### src/rtl/alu_pkg.sv
// rtl/alu_pkg.sv - shared op codes, FSM state type and op classification helpers
// Purpose: single source of truth for the ALU operation encoding used by the
//          execution unit, its shift step and any consumer of the unit.
// Contents: OP_* codes, state_t {IDLE, SHIFT, DONE}, is_shift_op(), is_legal_op().

package alu_pkg;

    localparam logic [3:0] OP_AND = 4'b0000;
    localparam logic [3:0] OP_OR  = 4'b0001;
    localparam logic [3:0] OP_ADD = 4'b0010;
    localparam logic [3:0] OP_LS  = 4'b0011;
    localparam logic [3:0] OP_SRS = 4'b0100;
    localparam logic [3:0] OP_URS = 4'b0101;
    localparam logic [3:0] OP_SUB = 4'b0110;
    localparam logic [3:0] OP_SLT = 4'b0111;
    localparam logic [3:0] OP_ROR = 4'b1000;
    localparam logic [3:0] OP_ROL = 4'b1001;

    typedef enum logic [1:0] {
        IDLE  = 2'd0,
        SHIFT = 2'd1,
        DONE  = 2'd2
    } state_t;

    function automatic logic is_shift_op(input logic [3:0] op);
        return (op == OP_LS) || (op == OP_URS) || (op == OP_SRS) ||
               (op == OP_ROR) || (op == OP_ROL);
    endfunction

    function automatic logic is_legal_op(input logic [3:0] op);
        return (op == OP_AND) || (op == OP_OR) || (op == OP_ADD) ||
               (op == OP_SUB) || (op == OP_SLT) || is_shift_op(op);
    endfunction

endpackage

### src/rtl/alu_exec_unit_if.sv
// rtl/alu_exec_unit_if.sv - request/response bundle of the execution-stage ALU
// Purpose: groups the request handshake (in_valid/in_ready, op, a, b) and the
//          response handshake (out_valid/out_ready, result and flags).
// Modports: master = issuing stage (register-file read / writeback side),
//           slave  = the ALU execution unit.

interface alu_exec_unit_if #(
    parameter int W = 8
);
    logic         in_valid;
    logic         in_ready;
    logic [3:0]   op;
    logic [W-1:0] a;
    logic [W-1:0] b;
    logic         out_valid;
    logic         out_ready;
    logic [W-1:0] result;
    logic         zero;
    logic         carry;
    logic         ovf;
    logic         illegal;

    modport master (
        output in_valid, op, a, b, out_ready,
        input  in_ready, out_valid, result, zero, carry, ovf, illegal
    );

    modport slave (
        input  in_valid, op, a, b, out_ready,
        output in_ready, out_valid, result, zero, carry, ovf, illegal
    );
endinterface

### src/rtl/alu_shift_step.sv
// rtl/alu_shift_step.sv - combinational single-bit shift/rotate step
// Purpose: applies one 1-bit step of LS/URS/SRS/ROR/ROL to a value.
// Ports: op (in, 4)       operation code
//        value (in, W)    current working value
//        next_value (out, W) value after one step
//        bit_out (out, 1) bit that left the word on this step
// Non-shift codes pass the value through with bit_out = 0.

module alu_shift_step
    import alu_pkg::*;
#(
    parameter int W = 8
) (
    input  logic [3:0]   op,
    input  logic [W-1:0] value,
    output logic [W-1:0] next_value,
    output logic         bit_out
);

    always_comb begin
        next_value = value;
        bit_out    = 1'b0;
        case (op)
            OP_LS: begin
                next_value = {value[W-2:0], 1'b0};
                bit_out    = value[W-1];
            end
            OP_URS: begin
                next_value = {1'b0, value[W-1:1]};
                bit_out    = value[0];
            end
            OP_SRS: begin
                next_value = {value[W-1], value[W-1:1]};
                bit_out    = value[0];
            end
            OP_ROR: begin
                next_value = {value[0], value[W-1:1]};
                bit_out    = value[0];
            end
            OP_ROL: begin
                next_value = {value[W-2:0], value[W-1]};
                bit_out    = value[W-1];
            end
            default: begin
                next_value = value;
                bit_out    = 1'b0;
            end
        endcase
    end

endmodule

### src/rtl/alu_exec_unit.sv
// rtl/alu_exec_unit.sv - execution-stage ALU with valid/ready request and response
// Purpose: computes logic/arithmetic ops in one cycle and shifts/rotates one bit
//          per cycle, presenting a registered result plus zero/carry/ovf/illegal.
// Ports: clk (in)  rising-edge clock
//        rst (in)  synchronous active-high reset
//        bus (alu_exec_unit_if.slave) request: in_valid/in_ready, op, a, b;
//            response: out_valid/out_ready, result, zero, carry, ovf, illegal.
// Parameters: W operand width (power of 2, >= 4); SW = $clog2(W) is derived.

module alu_exec_unit
    import alu_pkg::*;
#(
    parameter int W = 8
) (
    input  logic             clk,
    input  logic             rst,
    alu_exec_unit_if.slave   bus
);

    localparam int SW = $clog2(W);

    state_t         state_q, state_d;

    // result_q doubles as the shift working register; it is only presented as
    // a valid result once the FSM reaches DONE.
    logic [W-1:0]   result_q;
    logic           zero_q, carry_q, ovf_q, illegal_q;
    logic [3:0]     op_q;
    logic [SW-1:0]  cnt_q;

    logic           accept;
    logic [SW-1:0]  amt;
    logic           start_shift;

    logic [W:0]     sum_w, diff_w;
    logic [W-1:0]   imm_res;
    logic           imm_c, imm_v, imm_i;

    logic [W-1:0]   step_value;
    logic           step_bit;

    assign accept      = bus.in_valid && (state_q == IDLE);
    assign amt         = bus.b[SW-1:0];
    assign start_shift = is_shift_op(bus.op) && (amt != '0);

    // Single-cycle datapath; shift ops only land here when the amount is 0,
    // in which case the operand passes through unchanged.
    always_comb begin
        sum_w   = {1'b0, bus.a} + {1'b0, bus.b};
        diff_w  = {1'b0, bus.a} - {1'b0, bus.b};
        imm_res = '0;
        imm_c   = 1'b0;
        imm_v   = 1'b0;
        imm_i   = 1'b0;
        case (bus.op)
            OP_AND: imm_res = bus.a & bus.b;
            OP_OR:  imm_res = bus.a | bus.b;
            OP_ADD: begin
                imm_res = sum_w[W-1:0];
                imm_c   = sum_w[W];
                imm_v   = (bus.a[W-1] == bus.b[W-1]) && (sum_w[W-1] != bus.a[W-1]);
            end
            OP_SUB: begin
                imm_res = diff_w[W-1:0];
                // The extra top bit of the widened difference is the borrow.
                imm_c   = diff_w[W];
                imm_v   = (bus.a[W-1] != bus.b[W-1]) && (diff_w[W-1] != bus.a[W-1]);
            end
            OP_SLT: imm_res = {{(W-1){1'b0}}, ($signed(bus.a) < $signed(bus.b))};
            OP_LS, OP_URS, OP_SRS, OP_ROR, OP_ROL: imm_res = bus.a;
            default: imm_i = 1'b1;
        endcase
    end

    alu_shift_step #(
        .W (W)
    ) u_shift_step (
        .op         (op_q),
        .value      (result_q),
        .next_value (step_value),
        .bit_out    (step_bit)
    );

    always_ff @(posedge clk) begin
        if (rst) begin
            state_q <= IDLE;
        end else begin
            state_q <= state_d;
        end
    end

    always_comb begin
        state_d = state_q;
        case (state_q)
            IDLE: begin
                if (accept) begin
                    state_d = start_shift ? SHIFT : DONE;
                end
            end
            SHIFT: begin
                // cnt_q is never 0 here: SHIFT is only entered with amount > 0.
                if (cnt_q == SW'(1)) begin
                    state_d = DONE;
                end
            end
            DONE: begin
                if (bus.out_ready) begin
                    state_d = IDLE;
                end
            end
            default: state_d = IDLE;
        endcase
    end

    always_ff @(posedge clk) begin
        if (rst) begin
            result_q  <= '0;
            zero_q    <= 1'b0;
            carry_q   <= 1'b0;
            ovf_q     <= 1'b0;
            illegal_q <= 1'b0;
            op_q      <= OP_AND;
            cnt_q     <= '0;
        end else begin
            case (state_q)
                IDLE: begin
                    if (accept) begin
                        op_q <= bus.op;
                        if (start_shift) begin
                            result_q  <= bus.a;
                            cnt_q     <= amt;
                            zero_q    <= 1'b0;
                            carry_q   <= 1'b0;
                            ovf_q     <= 1'b0;
                            illegal_q <= 1'b0;
                        end else begin
                            result_q  <= imm_res;
                            zero_q    <= (imm_res == '0);
                            carry_q   <= imm_c;
                            ovf_q     <= imm_v;
                            illegal_q <= imm_i;
                        end
                    end
                end
                SHIFT: begin
                    result_q <= step_value;
                    carry_q  <= step_bit;
                    cnt_q    <= cnt_q - SW'(1);
                    if (cnt_q == SW'(1)) begin
                        zero_q <= (step_value == '0);
                    end
                end
                default: begin
                end
            endcase
        end
    end

    assign bus.in_ready  = (state_q == IDLE);
    assign bus.out_valid = (state_q == DONE);
    assign bus.result    = result_q;
    assign bus.zero      = zero_q;
    assign bus.carry     = carry_q;
    assign bus.ovf       = ovf_q;
    assign bus.illegal   = illegal_q;

endmodule
### src/flat_wrapper.sv
// flat-port wrapper written by rule: the top's interface ports become plain ports
module alu_exec_unit_flat import alu_pkg::*;
#(
    parameter int W = 8
)
  (clk, rst, bus_in_valid, bus_op, bus_a, bus_b, bus_out_ready, bus_in_ready, bus_out_valid, bus_result, bus_zero, bus_carry, bus_ovf, bus_illegal);
  alu_exec_unit_if #(.W(W)) bus_i ();
  input  logic clk;
  input  logic rst;
  input wire logic [$bits(bus_i.in_valid)-1:0] bus_in_valid;
  input wire logic [$bits(bus_i.op)-1:0] bus_op;
  input wire logic [$bits(bus_i.a)-1:0] bus_a;
  input wire logic [$bits(bus_i.b)-1:0] bus_b;
  input wire logic [$bits(bus_i.out_ready)-1:0] bus_out_ready;
  output wire logic [$bits(bus_i.in_ready)-1:0] bus_in_ready;
  output wire logic [$bits(bus_i.out_valid)-1:0] bus_out_valid;
  output wire logic [$bits(bus_i.result)-1:0] bus_result;
  output wire logic [$bits(bus_i.zero)-1:0] bus_zero;
  output wire logic [$bits(bus_i.carry)-1:0] bus_carry;
  output wire logic [$bits(bus_i.ovf)-1:0] bus_ovf;
  output wire logic [$bits(bus_i.illegal)-1:0] bus_illegal;
  assign bus_i.in_valid = bus_in_valid;
  assign bus_i.op = bus_op;
  assign bus_i.a = bus_a;
  assign bus_i.b = bus_b;
  assign bus_i.out_ready = bus_out_ready;
  assign bus_in_ready = bus_i.in_ready;
  assign bus_out_valid = bus_i.out_valid;
  assign bus_result = bus_i.result;
  assign bus_zero = bus_i.zero;
  assign bus_carry = bus_i.carry;
  assign bus_ovf = bus_i.ovf;
  assign bus_illegal = bus_i.illegal;
  alu_exec_unit #(.W(W)) u_core (.clk(clk), .rst(rst), .bus(bus_i));
endmodule
### config.mk
export PLATFORM = sky130hd
export DESIGN_NAME = alu_exec_unit_flat
export DESIGN_NICKNAME = d
export VERILOG_FILES = /design/src/rtl/alu_pkg.sv /design/src/rtl/alu_exec_unit_if.sv /design/src/rtl/alu_shift_step.sv /design/src/rtl/alu_exec_unit.sv /design/src/flat_wrapper.sv
export SDC_FILE = /design/constraint.sdc
export NUM_CORES = 1
export LEC_CHECK = 0
export ABC_AREA = 1
export BUFFER_PORTS_ARGS = -buffer_cell sky130_fd_sc_hd__buf_2
export CAP_MARGIN = 20
export CORE_UTILIZATION = 59
export DETAILED_ROUTE_END_ITERATION = 12
export PLACE_DENSITY = 0.82
export SETUP_SLACK_MARGIN = 0.05
export SYNTH_ARGS = -nofsm -noshare
export SYNTH_HDL_FRONTEND = slang
export SYNTH_SLANG_ARGS = --single-unit
### constraint.sdc
create_clock -name clk -period 2.3 [get_ports clk]
set_clock_uncertainty 0.1 [all_clocks]
set_input_delay 0.345 -clock clk [delete_from_list [all_inputs] [get_ports clk]]
set_output_delay 0.345 -clock clk [all_outputs]
set_load 0.005 [all_outputs]
=== Word level (Yosys, flattened, before mapping) ===
Index checks and enable logic that the tools add are counted.

* Register bits: 21
* Output and inout bits: 14
* Word-level logic and storage cells: 88

* $add $sub $neg: 3
* $lt $le $gt $ge: 1
* Eq/ne operators: 25
* Multiplexer cells: 26
* Bitwise gates (word level): 2
* Reduce and logical (&&, ||, !) cells: 23

{| class="wikitable"
|+ Operators with widths
! cell !! count
|-
| $pmux W8 S6 || 1
|-
| $pmux W8 S5 || 1
|-
| $eq A4 B3 Y1 const B || 6
|-
| $eq A4 B4 Y1 const B || 4
|-
| $logic_not A8 Y1 || 2
|-
| $mux W8 || 2
|-
| $pmux W8 S2 || 1
|-
| $eq A4 B2 Y1 const B || 3
|-
| $pmux W1 S2 || 5
|-
| $reduce_or A10 Y1 || 1
|-
| $add A8 B8 Y9 || 1
|-
| $reduce_and A3 Y1 || 3
|-
| $sub A8 B8 Y9 || 1
|-
| $and A8 B8 Y8 || 1
|-
| $lt A8 B8 Y1 || 1
|-
| $mux W1 || 8
|-
| $mux W2 || 4
|-
| $or A8 B8 Y8 || 1
|-
| $mux W3 || 2
|-
| $ne A2 B1 Y1 const B || 3
|-
| $pmux W2 S3 || 1
|-
| $pmux W3 S2 || 1
|-
| $reduce_or A5 Y1 || 1
|-
| $eq A4 B1 Y1 const B || 1
|-
| other kinds (16) || 25
|}

=== Depth between registers and ports, before layout ===
Gate-level depths: netlist of run 1.

* Depth after elaboration: 9
* Gate-level depth with buffers: 15
* Depth with buffers taken out: 15

=== Cells and area by module ===
A second synthesis of run 1 with hierarchy kept.

* Cells, all modules: 457
* Area, all modules: 2663.8 µm²

{| class="wikitable"
|+ Modules (own cells, without submodules)
! module !! instances !! cells an instance !! area an instance (µm²) !! seq. area each (µm²)
|-
| alu_exec_unit || 1 || 386 || 2351.0 || 420.4
|-
| alu_shift_step || 1 || 71 || 312.8 || 0.0
|}

=== Least setup slack after synthesis of run 1 ===
No wires, ideal clock.

* Kind: input-to-reg
* From: in bus_a[0]
* To: reg u_core.zero_q (netlist: u_core.bus.zero)
* Setup time: 0.066 ns
* Arrival time: 1.856 ns
* Data required time: 2.134 ns
* Slack: 0.278 ns
* Stages on the path: 12
* Path buffers: 0
* Path through: inv_1 ha_1 inv_1 fa_1 or2_2 nand3_1 o21ai_1 nor2_1 nand3_1 nor2_1 nand3_1 a21oi_2

* Word-level cells in the longest chain between the ends: 6

{| class="wikitable"
|+ RTL lines
! what !! RTL line !! RTL
|-
| start: declaration || flat_wrapper.sv:12 || <nowiki>input wire logic [$bits(bus_i.a)-1:0] bus_a;</nowiki>
|-
| $sub A8 B8 Y9 (tied with other cells) || alu_exec_unit.sv:50 || <nowiki>diff_w = {1'b0, bus.a} - {1'b0, bus.b};</nowiki>
|-
| $pmux W8 S6 * || alu_exec_unit.sv:55 || <nowiki>case (bus.op)</nowiki>
|-
| $logic_not A8 Y1 * || alu_exec_unit.sv:138 || <nowiki>zero_q <= (imm_res == '0);</nowiki>
|-
| $mux W1 * || alu_exec_unit.sv:129 || <nowiki>if (start_shift) begin</nowiki>
|-
| $mux W1 * || alu_exec_unit.sv:127 || <nowiki>if (accept) begin</nowiki>
|-
| $pmux W1 S2 * || alu_exec_unit.sv:125 || <nowiki>case (state_q)</nowiki>
|-
| end signal: assignment || alu_exec_unit.sv:138 ||
|-
| end signal: assignment || alu_exec_unit.sv:150 || <nowiki>zero_q <= (step_value == '0);</nowiki>
|-
| end: declaration || alu_exec_unit.sv:27 || <nowiki>logic zero_q, carry_q, ovf_q, illegal_q;</nowiki>
|}

Mark *: on every way between the ends. The rest lies on a longest branch, timed or not. The select of a mux whose other input is x is not followed.
A chain may end at the register's enable or synchronous reset.

=== Worst setup path after layout of run 1 ===
Ends and elaborated chain as after synthesis.

==> results of run 1 <==
final timing paths:
kind / slack, ns / start / cells after the start / endpoint
worst min-delay path: 0.27 / bus_out_ready / 4 / u_core.state_q[1]
worst max-delay path: 0.30 / bus_a[0] / 13 / u_core.bus.zero
worst min register to register: 0.38 / u_core.bus.ovf / 2 / u_core.bus.ovf
worst max register to register: 0.41 / u_core.state_q[0] / 10 / u_core.bus.zero
layer usage:
| metal | global-route usage, % | vias up |
|---|---|---|
| met5 | 0 | - |
| met4 | 7.40 | 0 |
| met3 | 5.26 | 12 |
| met2 | 52.5 | 133 |
| met1 | 44.2 | 1381 |
| li1 | - | 1519 |
state kept, by name, indices dropped and copies added (netlist names):
| signal | flops |
|---|---|
| u_core.bus.carry | 1 |
| u_core.bus.illegal | 1 |
| u_core.bus.ovf | 1 |
| u_core.bus.result | 8 |
| u_core.bus.zero | 1 |
| u_core.cnt_q | 3 |
| u_core.op_q | 4 |
| u_core.state_q | 2 |
power groups by stage:
| stage | clock (mW) | sequential, mW | combinational (mW) |
|---|---|---|---|
| floorplan | 0 | 0.478 | 0.492 |
| global placement | 0 | 0.487 | 0.678 |
| detailed placement | 0 | 0.489 | 0.691 |
| CTS | 0.248 | 0.481 | 0.694 |
| global route | 0.266 | 0.490 | 0.801 |
| finish | 0.247 | 0.484 | 0.707 |
synth_stat cells (4+ instances only):
master and count:
nand4_1 13, inv_1 65, ha_1 26, clkbuf_1 5
o21ai_1 6, nand3_1 56, o21ai_0 25, nand2_2 4
nand2_4 4, a21oi_1 27, nor2_2 6, nor2_1 37
nand2_1 109, inv_2 6, dfxtp_1 21
cells by family (layout without fill, tap and decap cells):
| kind of cell | Yosys count | count (layout) | share of synthesized area [%] |
|---|---|---|---|
| and+or+nand+nor | 240 | 240 | 42.3 |
| buffers and inverters | 81 | 118 | 12.1 |
| AOI/OAI and AO/OA | 72 | 72 | 15.0 |
| adders and majority gates | 28 | 28 | 13.9 |
| DFF | 21 | 21 | 16.0 |
| xor gates and xnor gates | 2 | 2 | 0.667 |
stage by stage:
step                      std cells  util (%)  total power, mW  worst slack [ns]  hold WS, ns
after floorplan                 444         -            0.970             0.278        0.348
after global placement          527      69.2             1.17            0.0936        0.362
after detailed placement        527      69.2             1.18            0.0396        0.369
after CTS                       531      70.3             1.42             0.311        0.274
after global routing            531      70.3             1.56             0.101        0.299
final                           531      70.3             1.44             0.300        0.267
worst max-delay path, cell delays in order:
cell and delay, ns:
buf_2 0.12, inv_1 0.07, ha_1 0.16, inv_1 0.06, fa_1 0.41, or2_2 0.31
nand3_1 0.08, o21ai_1 0.06, nor2_1 0.13, nand3_1 0.09, nor2_1 0.08, nand3_1 0.09
a21oi_2 0.11
cell type report:
| cell class | count | area (um2) | share of cell area (%) |
|---|---|---|---|
| Clock buffer | 4 | 45.0 | 1.55 |
| Inverter | 72 | 273 | 9.36 |
| Multi-Input combinational cell | 342 | 1890 | 64.9 |
| Sequential cell | 21 | 420 | 14.4 |
| Tap cell | 50 | 62.6 | 2.15 |
| Timing Repair Buffer | 42 | 223 | 7.65 |
==> summary by stage, run 1 <==
Status
The run finished with clean final reports.

Global route
The number of antenna violations at the first check in global routing is 0. The via count of the first global-routing pass is 2594. Global routing used 32.2% of the available tracks across all layers.

Entering global routing, the biggest net connects 16 pins. The wire length of the first global-routing pass is 11.4 mm. The aggregate global routing overflow is 0.

Finish
The library cell used most frequently in the layout, excluding fill and tap cells, is nand2_1. After filler insertion, the fill cell instance count of the layout stands at 401. In the layout the commonest cells are nand2_1, inv_1, nand3_1. In the final design database the tool counted 534 nets. The fraction of layout cells with a size suffix above 1 is 15.4%.

From synthesis to final layout, the design area changed by 10.9%. The number of antenna diodes in the final layout is 0. Summing all non-filler instances in the final layout gives an area of 2910 um2.

Placed design
Port buffering added 37 buffers. The instance area at placement is 2870 um2. The detailed-placement wirelength estimate is 5.80 mm. At the end of routability-driven placement, the weighted congestion stood at 0.969.

Critical path
The worst setup path is captured at a flip-flop. In this run the worst path has a maximum fanout of 3. The startpoint type of the worst setup path is an input port. The classification of the worst setup path is in2reg. The arrival time reported for the critical path endpoint is 2.10 ns. STA puts the critical path data required time at 2.40 ns.

Routing
For this block, the initial DRC count from the detailed router was 312. The routed layout has 3045 vias. The highest layer touched by signal routing is met4. In the detailed route, the total length drawn on met3 is 573 um.

The routed length per instance is 13.7 um. The total met2 wirelength after detailed routing is 3.26 mm. The number of vias per cell after detailed routing is 5.73.

Once detail routing completed, the nets flagged for antenna violations numbered 0. The pre-antenna-repair detailed-routing pass consisted of 7 iterations. For this run, design rule violations remaining after detail routing come to 0. The wire length on met1 is 3.35 mm.

After detailed routing, the total wire length is 7.25 mm.

Clocking
The clock input transition at the sequential cells of the worst setup and hold paths is 0.08 ns. The total clock buffers created by CTS is 3. TritonCTS built the clock tree. The clock passes through at most 2 buffers. After clock tree synthesis, the flow added hold-fix buffers numbering 0. The insertion delay of the later-clocked pin in the worst-skew pair is 0.26 ns.

CTS built an H-tree with a depth of 1. The clock drives 21 sinks. The cell at the root of the clock tree is clkbuf_8. After clock tree synthesis, the repair step resized 0 gates. The total setup buffers inserted after CTS is 0.

Yosys
Yosys attributes the largest share of cell area to dfxtp_1, nand2_1, ha_1, nand3_1, inv_1. The fraction of post-synthesis cell area in the top cell type by area is 16.0%. Counting every net in the synthesized netlist gives 496. The most instantiated flip-flop cell in the synthesis netlist is dfxtp_1. The cell area that synthesis handed to floorplanning was 2630 um2. The post-synthesis cell count is 444.

Counting flops with an async set or reset pin after synthesis yields a share of 0%. The register area share after synthesis is 16.0%. The cell taking the most area after synthesis is dfxtp_1. In this run, synthesis inferred 0 flip-flops with an integrated enable.

The mean instance size in the synthesized netlist is 5.92 um2. The register bit count reported by yosys is 21. The total number of yosys warnings is 0.

The count of cell types in the netlist is 34.

STA
Setup repair after global routing left no endpoint under its margin. The worst pin sits at a relative slew slack of 73.0%. The final critical path takes up 86.9% of the cycle. The maximum achievable frequency is 0.500 GHz. The setup TNS after final layout is 0 ns. The number of hold-slack violations in the final timing report is 0. The max-slew violation count came to 0. Setup violations remaining at the end of the flow were counted as 0. At the pin with the least slew margin, the transition time is 0.405 ns. The post-layout minimum cycle time is 2.00 ns.

Pwr
The analysis attributes to net switching a power of 0.648 mW. Internal power comes to 0.790 mW. Dividing total power by cell area gives a power density of 494 nW/um2. Per report_power, the combinational group accounts for 49.2% of the total. The peak ir drop on the vdd network is 0.396 mV. The part of the power in the clock network is 17.2%. Of the total power, the share spent switching nets is 45.1%. Registers are responsible for 33.7% of the overall power. The analysis attributes to cell leakage a power of 1.51 nW.

Run
The max-cap violation count is 0.

Floorplan
The starting utilization of the core area is 63.4%. The area of the core is 4140 um2. The die span in x is 68.7 um.

The number of I/O pins is 38. In this run the vertical extent of the chip is 68.7 um. The die covers 4720 um2. Row generation in the floorplan step produced 23 rows.

Worst hold path
The path type of the worst min-delay path is in2reg.
(Power assumes the default switching activity.)
==> run 2, diff against run 1 <==
--- a/config.mk
+++ b/config.mk
@@ -6,11 +6,11 @@
 export NUM_CORES = 1
 export LEC_CHECK = 0
 export ABC_AREA = 1
-export BUFFER_PORTS_ARGS = -buffer_cell sky130_fd_sc_hd__buf_2
 export CAP_MARGIN = 20
-export CORE_UTILIZATION = 59
+export CORE_UTILIZATION = 65
 export DETAILED_ROUTE_END_ITERATION = 12
-export PLACE_DENSITY = 0.82
+export DONT_BUFFER_PORTS = 1
+export PLACE_DENSITY = 0.81
 export SETUP_SLACK_MARGIN = 0.05
 export SYNTH_ARGS = -nofsm -noshare
 export SYNTH_HDL_FRONTEND = slang
==> constraint.sdc (replaced) <==
create_clock -name clk -period 2.2 [get_ports clk]
set_clock_uncertainty 0.1 [all_clocks]
set_input_delay 0.33 -clock clk [delete_from_list [all_inputs] [get_ports clk]]
set_output_delay 0.33 -clock clk [all_outputs]
set_load 0.005 [all_outputs]
==> run 2 against run 1 <==
Against the previous run:
- non-clock buffer count down 38
- via count fell by 6.4%
- sequential share of layout area up 1.0 points
- total power decreased by 0.85%
- sequential power up 6.0%
- combinational power is 7.4% lower
- largest cell class unchanged
- largest power group unchanged
==> summary by stage, run 2 (synthesized netlist as in run 1, its figures left out) <==
Finish
The antenna diode count was 0 (unchanged). The area added between synthesis and finish is 3.43% (was 10.9%). The fraction of layout cells with a size suffix above 1 is 8.13% (was 15.4%). The most frequent standard cell in the layout excluding fill and tap cells is nand2_1 (unchanged).

Commonest cells after routing, fill and taps aside: nand2_1, inv_1, nand3_1 (unchanged). The number of inserted filler cells in the final layout is 387 (was 401). The flip-flop count of the largest register, all copies and words added is 8 (unchanged). The number of nets in the finished design came to 496 (was 534).

Clocking
The number of clock sinks was 21 (unchanged). The total clock buffers created by CTS is 3 (unchanged). The cell at the root of the clock tree is clkbuf_8 (unchanged). The total setup buffers inserted after CTS is 0 (unchanged). The quantity of hold-fixing buffers added after cts was 0 (unchanged). The buffer depth of the longest clock path was 2 (unchanged). The quantity of gates resized following cts is 0 (unchanged).

The CTS tree is built (unchanged). The count of H-tree levels built during CTS is 1 (unchanged). The insertion delay of the later-clocked pin in the worst-skew pair came to 0.26 ns (about the same).

The clock input transition at the sequential cells of the worst setup and hold paths is 0.08 ns (about the same).

STA
The relative slew slack is 70.4% (was 73.0%). The minimum hold slack is 0.0209 ns (was 0.267 ns). The number of hold-slack violations in the final timing report came to 0 (unchanged). The maximum achievable frequency is 0.523 GHz. Setup repair after global routing missed its margin: false (unchanged).

The final critical-path share of the clock period is 86.9%. The setup TNS after final layout was 0 ns (unchanged). The routed design could run at a clock period as short as 1.91 ns. The count of final setup violators is 0 (unchanged). The max-slew violation count was 0 (unchanged).

The transition time of the tightest slew-check pin was 0.443 ns (was 0.405 ns).

Floorplan
The area of the core came to 3770 um2 (was 4140 um2). The total die area is 4300 um2 (was 4720 um2). The die span in x is 65.6 um (was 68.7 um). The die outline height is 65.6 um (was 68.7 um). The number of placement rows was 22 (was 23). The number of I/O pins is 38 (unchanged).

The starting utilization of the core area is 69.7% (was 63.4%).

Global route
The all-layer global routing usage is 33.2% (was 32.2%). The aggregate global routing overflow was 0 (unchanged). The maximum number of pins on one net before global-route repair is 16 (unchanged).

The number of antenna violations at the first check in global routing is 0 (unchanged). The via count of the first global-routing pass was 2482 (was 2594). The wire length of the first global-routing pass came to 11.2 mm (was 11.4 mm).

Pwr
The peak ir drop on the vdd network is 0.455 mV (was 0.396 mV). The power per unit of standard cell area was 524 nW/um2 (was 494 nW/um2). The reported leakage power came to 1.35 nW (was 1.51 nW).

Critical path
The arrival time reported for the critical path endpoint came to 2.02 ns (was 2.10 ns). The depth of the most critical reg-to-reg path is 10 (unchanged). The classification of the worst setup path is in2reg (unchanged). The startpoint type of the worst setup path is an input port (unchanged). The required time at the endpoint of the critical path is 2.31 ns (was 2.40 ns).

The largest driver fanout on the critical path came to 4 (was 3). The critical path endpoint category is a flip-flop (unchanged).

Placed design
The count of input and output buffers was 0 (was 37). The global placer's final weighted congestion came to 0.970 (was 0.969). The detailed-placement wirelength estimate is 5.47 mm (was 5.80 mm).

Routing
The final antenna-violating net count is 0 (unchanged). The number of search-and-repair iterations in the first detailed-routing pass came to 5 (was 7). The routed length per instance was 14.0 um (was 13.7 um). The number of remaining DRC errors came to 0 (unchanged). The number of DRC markers after the initial detailed-route iteration came to 291 (was 312). The number of vias per cell after detailed routing is 5.80 (was 5.73).

The total vias in the final route was 2850 (was 3045). The final routed wirelength across all metal layers came to 6.86 mm (was 7.25 mm).

Worst hold path
The cell count of the worst hold path is 1 (was 4). The path type of the worst min-delay path is in2reg (unchanged).

Status
Result of the run: completed (unchanged).

Run
The max-cap violation count is 0 (unchanged).
==> run 2: cell count changes in the layout (fill, tap and decap cells not counted), sizes merged <==
cell	previous run	this run
buf	42	4
==> run 2: report_power, final <==
part	internal [mW]	leakage [nW]	switching, mW
Clock	0.129	0.0228	0.128
Combinational	0.221	1.15	0.434
Sequential	0.438	0.173	0.0752
==> run 2: stage by stage <==
stage	instance area, um2	power, mW	setup WS (ns)	std cells	util (%)
after floorplan	2630	1.01	0.193	444	-
after global placement	2670	1.15	0.113	487	70.9
after detailed placement	2670	1.16	0.0488	487	70.9
after CTS	2720	1.42	0.328	491	72.1
after global routing	2720	1.53	0.130	491	72.1
final	2720	1.43	0.288	491	72.1
==> run 2: final cells by class <==
| class | count | area, um2 | area share [%] |
|---|---|---|---|
| Multi-Input combinational cell | 342 | 1890 | 69.5 |
| Sequential cell | 21 | 420 | 15.5 |
| Timing Repair Buffer | 4 | 30.0 | 1.10 |
| Inverter | 72 | 273 | 10.0 |
| Clock buffer | 4 | 45.0 | 1.66 |
| Tap cell | 48 | 60.1 | 2.21 |
==> run 2: worst max-delay path, stage by stage <==
cell	delay [ns]
inv_1	0.06
ha_1	0.15
inv_1	0.05
fa_1	0.43
or2_2	0.32
nand3_1	0.09
o21ai_1	0.08
nor2_1	0.15
nand3_1	0.09
nor2_1	0.08
nand3_1	0.09
a21oi_2	0.11
==> run 2: path summary, 6_finish.rpt <==
| check | startpoint | end | slack [ns] |
|---|---|---|---|
| worst max-delay path | bus_a[0] | u_core.bus.zero | 0.29 |
| worst min-delay path | rst | u_core.bus.ovf | 0.02 |
| worst max register to register | u_core.state_q[0] | u_core.bus.zero | 0.30 |
| worst min register to register | u_core.cnt_q[2] | u_core.cnt_q[2] | 0.38 |
==> run 2: per-layer routing <==
metal	vias up	wire length [um]	track usage, %
met5	-	0	0
met4	0	42	2.99
met3	6	513	5.03
met2	128	3050	53.4
met1	1275	3250	47.8
li1	1441	-	-
==> run 3, diff against run 2 <==
--- a/config.mk
+++ b/config.mk
@@ -5,9 +5,8 @@
 export SDC_FILE = /design/constraint.sdc
 export NUM_CORES = 1
 export LEC_CHECK = 0
-export ABC_AREA = 1
-export CAP_MARGIN = 20
 export CORE_UTILIZATION = 65
+export CTS_CLUSTER_DIAMETER = 50
 export DETAILED_ROUTE_END_ITERATION = 12
 export DONT_BUFFER_PORTS = 1
 export PLACE_DENSITY = 0.81
==> run 3 against run 2 <==
Against the previous run:
- die area up 0.60%
- sequential share of layout area down 1.8 points
- combinational power shrank 8.2%
- register-to-register slack worse by 0.19 ns
- setup slack worse by 0.25 ns
- first-iteration DRC count increased by 85%
- critical path depth shrank 3
- synthesized cell count down 18%
- non-clock buffer count rose by 36
- largest power group unchanged
==> summary by stage, run 3 <==
Status
Result of the run: completed (unchanged).

Global route
The met2 track demand over resource came to 56.3% (was 53.4%). The wire length of the first global-routing pass came to 12.3 mm (was 11.2 mm). The most heavily used metal layer in global routing is met2 (unchanged).

The all-layer global routing usage came to 36.9% (was 33.2%). The maximum number of pins on one net before global-route repair was 25 (was 16). The via count of the first global-routing pass is 2608 (was 2482).

The met1 demand-to-capacity share in global routing is 52.5% (was 47.8%). The number of antenna violations at the first check in global routing was 0 (unchanged). The fraction of met3 tracks used by global routing is 5.86% (was 5.03%). The aggregate global routing overflow was 0 (unchanged).

Run
The max-cap violation count is 0 (unchanged).

Yosys
The combined area of all synthesized cells is 2640 um2 (was 2630 um2). The register bit count reported by yosys came to 21 (unchanged). The post-synthesis net count was 418 (was 496).

The compound-cell area share of the yosys netlist was 32.1% (was 15.0%). The cell taking the most area after synthesis is dfxtp_1 (unchanged). The fraction of post-synthesis cell area in the top cell type by area is 15.9% (was 16.0%).

The most instantiated flip-flop cell in the synthesis netlist is dfxtp_1 (unchanged). The share of synthesized cell area in full adder, half adder and majority cells came to 13.8% (was 13.9%). The mean instance size in the synthesized netlist came to 7.22 um2 (was 5.92 um2). Ranking of synthesized cells by instance count: nand2_1, nor2_1, a21oi_1 (was nand2_1, inv_1, nand3_1). The total number of yosys warnings is 0 (unchanged). The fraction of registers with async set/reset is 0% (unchanged). The main combinational cell family by area after synthesis is compound AO/OA/AOI/OAI gates (was simple AND/OR/NAND/NOR gates). The mux cell area share after synthesis is 1.99% (was 0%). The register area share after synthesis came to 15.9% (was 16.0%). The number of enable flip-flop cells after synthesis was 0 (unchanged).

The parity-gate share of the synthesized area counting xor and xnor cells was 1.33% (was 0.667%). The count of cell types in the netlist is 65 (was 34). The post-synthesis cell count is 366 (was 444).

The simple-gate area share of the yosys netlist came to 26.9% (was 42.3%). Most area-consuming cells after synthesis: dfxtp_1, ha_1, a21oi_1, nand2_1, nor2_1 (was dfxtp_1, nand2_1, ha_1, nand3_1, inv_1).

Critical path
The classification of the worst setup path was in2reg (unchanged). The required time at the endpoint of the critical path was 2.29 ns (was 2.31 ns). The reg-to-reg critical path endpoint is u_core.bus.zero (unchanged). The worst setup path endpoint is u_core.bus.zero (unchanged). The startpoint of the worst-slack reg-to-reg timing path is u_core.op_q[3] (was u_core.state_q[0]). The critical path endpoint category is a flip-flop (unchanged). The startpoint type of the worst setup path is an input port (unchanged).

The depth of the most critical reg-to-reg path is 7 (was 10). The largest driver fanout on the critical path came to 7 (was 4). The beginning of the critical path is bus_b[3] (was bus_a[0]). The arrival time reported for the critical path endpoint is 2.24 ns (was 2.02 ns). The minimum setup slack among reg-to-reg paths is 0.11 ns (was 0.30 ns).

STA
The count of final setup violators is 0 (unchanged). The transition time of the tightest slew-check pin was 0.652 ns (was 0.443 ns). The post-layout minimum cycle time is 2.16 ns (was 1.91 ns).

The number of hold-slack violations in the final timing report came to 0 (unchanged). The maximum achievable frequency is 0.463 GHz (was 0.523 GHz). The final worst-path setup slack came to 0.0416 ns (was 0.288 ns). The final critical-path share of the clock period is 98.1% (was 86.9%).

The max-slew violation count came to 0 (unchanged). The relative slew slack is 56.1% (was 70.4%). Setup repair after global routing missed its margin: true (was false).

Routing
The routed length per instance is 18.3 um (was 14.0 um). The final routed wirelength across all metal layers is 7.96 mm (was 6.86 mm). The total vias in the final route is 2960 (was 2850). The number of remaining DRC errors is 0 (unchanged). The number of DRC markers after the initial detailed-route iteration is 539 (was 291). The number of vias per cell after detailed routing came to 6.80 (was 5.80). The number of search-and-repair iterations in the first detailed-routing pass was 5 (unchanged). The final antenna-violating net count is 0 (unchanged).

Clocking
The total setup buffers inserted after CTS is 0 (unchanged). The CTS tree is built (unchanged). The insertion delay of the later-clocked pin in the worst-skew pair came to 0.27 ns (was 0.26 ns). The number of clock sinks is 21 (unchanged). The quantity of hold-fixing buffers added after cts is 0 (unchanged). The count of H-tree levels built during CTS is 1 (unchanged). The buffer depth of the longest clock path is 2 (unchanged). The clock input transition at the sequential cells of the worst setup and hold paths is 0.09 ns (was 0.08 ns).

The total clock buffers created by CTS was 3 (unchanged). The cell at the root of the clock tree was clkbuf_8 (unchanged).

Finish
The most frequent standard cell in the layout excluding fill and tap cells is buf_4 (was nand2_1). The number of nets in the finished design is 440 (was 496). Commonest cells after routing, fill and taps aside: buf_4, nand2_1, nor2_1 (was nand2_1, inv_1, nand3_1). The flip-flop count of the largest register, all copies and words added is 8 (unchanged). The antenna diode count was 0 (unchanged). The area added between synthesis and finish is 16.3% (was 3.43%).

The fraction of layout cells with a size suffix above 1 came to 20.2% (was 8.13%).

Floorplan
The number of placement rows is 22 (unchanged). The area of the core came to 3770 um2 (unchanged). The die span in x is 65.8 um (was 65.6 um). The number of I/O pins is 38 (unchanged).

The die outline height was 65.8 um (was 65.6 um). The total die area is 4330 um2 (was 4300 um2). The starting utilization of the core area is 70.1% (was 69.7%).

Placed design
The count of input and output buffers is 0 (unchanged). The global placer's final weighted congestion is 0.975 (was 0.970). The detailed-placement wirelength estimate was 5.83 mm (was 5.47 mm). The worst slack after detailed placement came to -0.194 ns (was 0.0488 ns).

Worst hold path
The path type of the worst min-delay path is in2reg (unchanged).

Pwr
The reported leakage power came to 1.29 nW (was 1.35 nW). The power per unit of standard cell area is 434 nW/um2 (was 524 nW/um2). The total power is 1.33 mW (was 1.43 mW). The peak ir drop on the vdd network came to 0.524 mV (was 0.455 mV).
[run 3: worst max-delay path, stage by stage]
cell and delay, ns:
inv_1 0.03, ha_2 0.39, nor2b_2 0.24, a21oi_2 0.06
a221o_1 0.32, a221o_1 0.35, nor2_1 0.12, nand4_1 0.12
o31ai_2 0.26
[run 3: repair_timing]
action | 4_1_cts | 5_1_grt
endpoints found under the setup margin | 1 | 8
resized for setup | 0 | 23
pin swaps | 1 | 11
cloned | 0 | 0
[run 3: worst min-delay path by stage]
stage                         start              endpoint  cells after the start
finish                          rst  u_core.bus.result[1]                      1
CTS                             rst  u_core.bus.result[1]                      1
global placement                rst  u_core.bus.result[1]                      1
global route                    rst  u_core.bus.result[1]                      1
floorplan           u_core.cnt_q[1]       u_core.cnt_q[1]                      2
detailed placement              rst        u_core.op_q[1]                      1
[run 3: power by group]
part | switching (mW) | total (mW) | internal (mW)
logic | 0.322 | 0.601 | 0.278
clock network | 0.144 | 0.273 | 0.128
registers | 0.0466 | 0.460 | 0.414
[run 3: area by class of cell]
type	count	area [um2]
Clock inverter	1	7.51
Inverter	29	111
Timing Repair Buffer	40	304
Fill cell	275	697
Multi-Input combinational cell	293	2130
Tap cell	48	60.1
Clock buffer	3	41.3
Sequential cell	21	422
[run 3: per-layer routing]
metal / wire, um / share of wire, %
met2: 3510 / 44
met5: 0 / 0
met1: 3480 / 44
met3: 778 / 9.8
met4: 184 / 2.3
[run 3: stage by stage]
| step | TNS [ns] | area, um2 | std cells | hold WS, ns | utilization (%) |
|---|---|---|---|---|---|
| 6_report | 0 | 3070 | 435 | 0.0133 | 81.5 |
| 5_1_grt | -0.0862 | 3070 | 435 | 0.00726 | 81.5 |
| 4_1_cts | 0 | 2980 | 435 | 0.0142 | 79.1 |
| 3_5_place_dp | -0.955 | 2930 | 431 | 0.303 | 77.8 |
| 3_3_place_gp | -0.582 | 2930 | 431 | 0.303 | 77.8 |
| 2_1_floorplan | -0.0312 | 2670 | 366 | 0.332 | - |
[run 3: cells by family after synthesis]
kind of cell / count (synthesis)
buffers and inverters: 52
flip-flops: 21
AND/OR/NAND/NOR: 134
AO/OA/AOI/OAI: 122
multiplexers: 5
adder cells (fa/ha/maj): 28
XOR/XNOR: 4
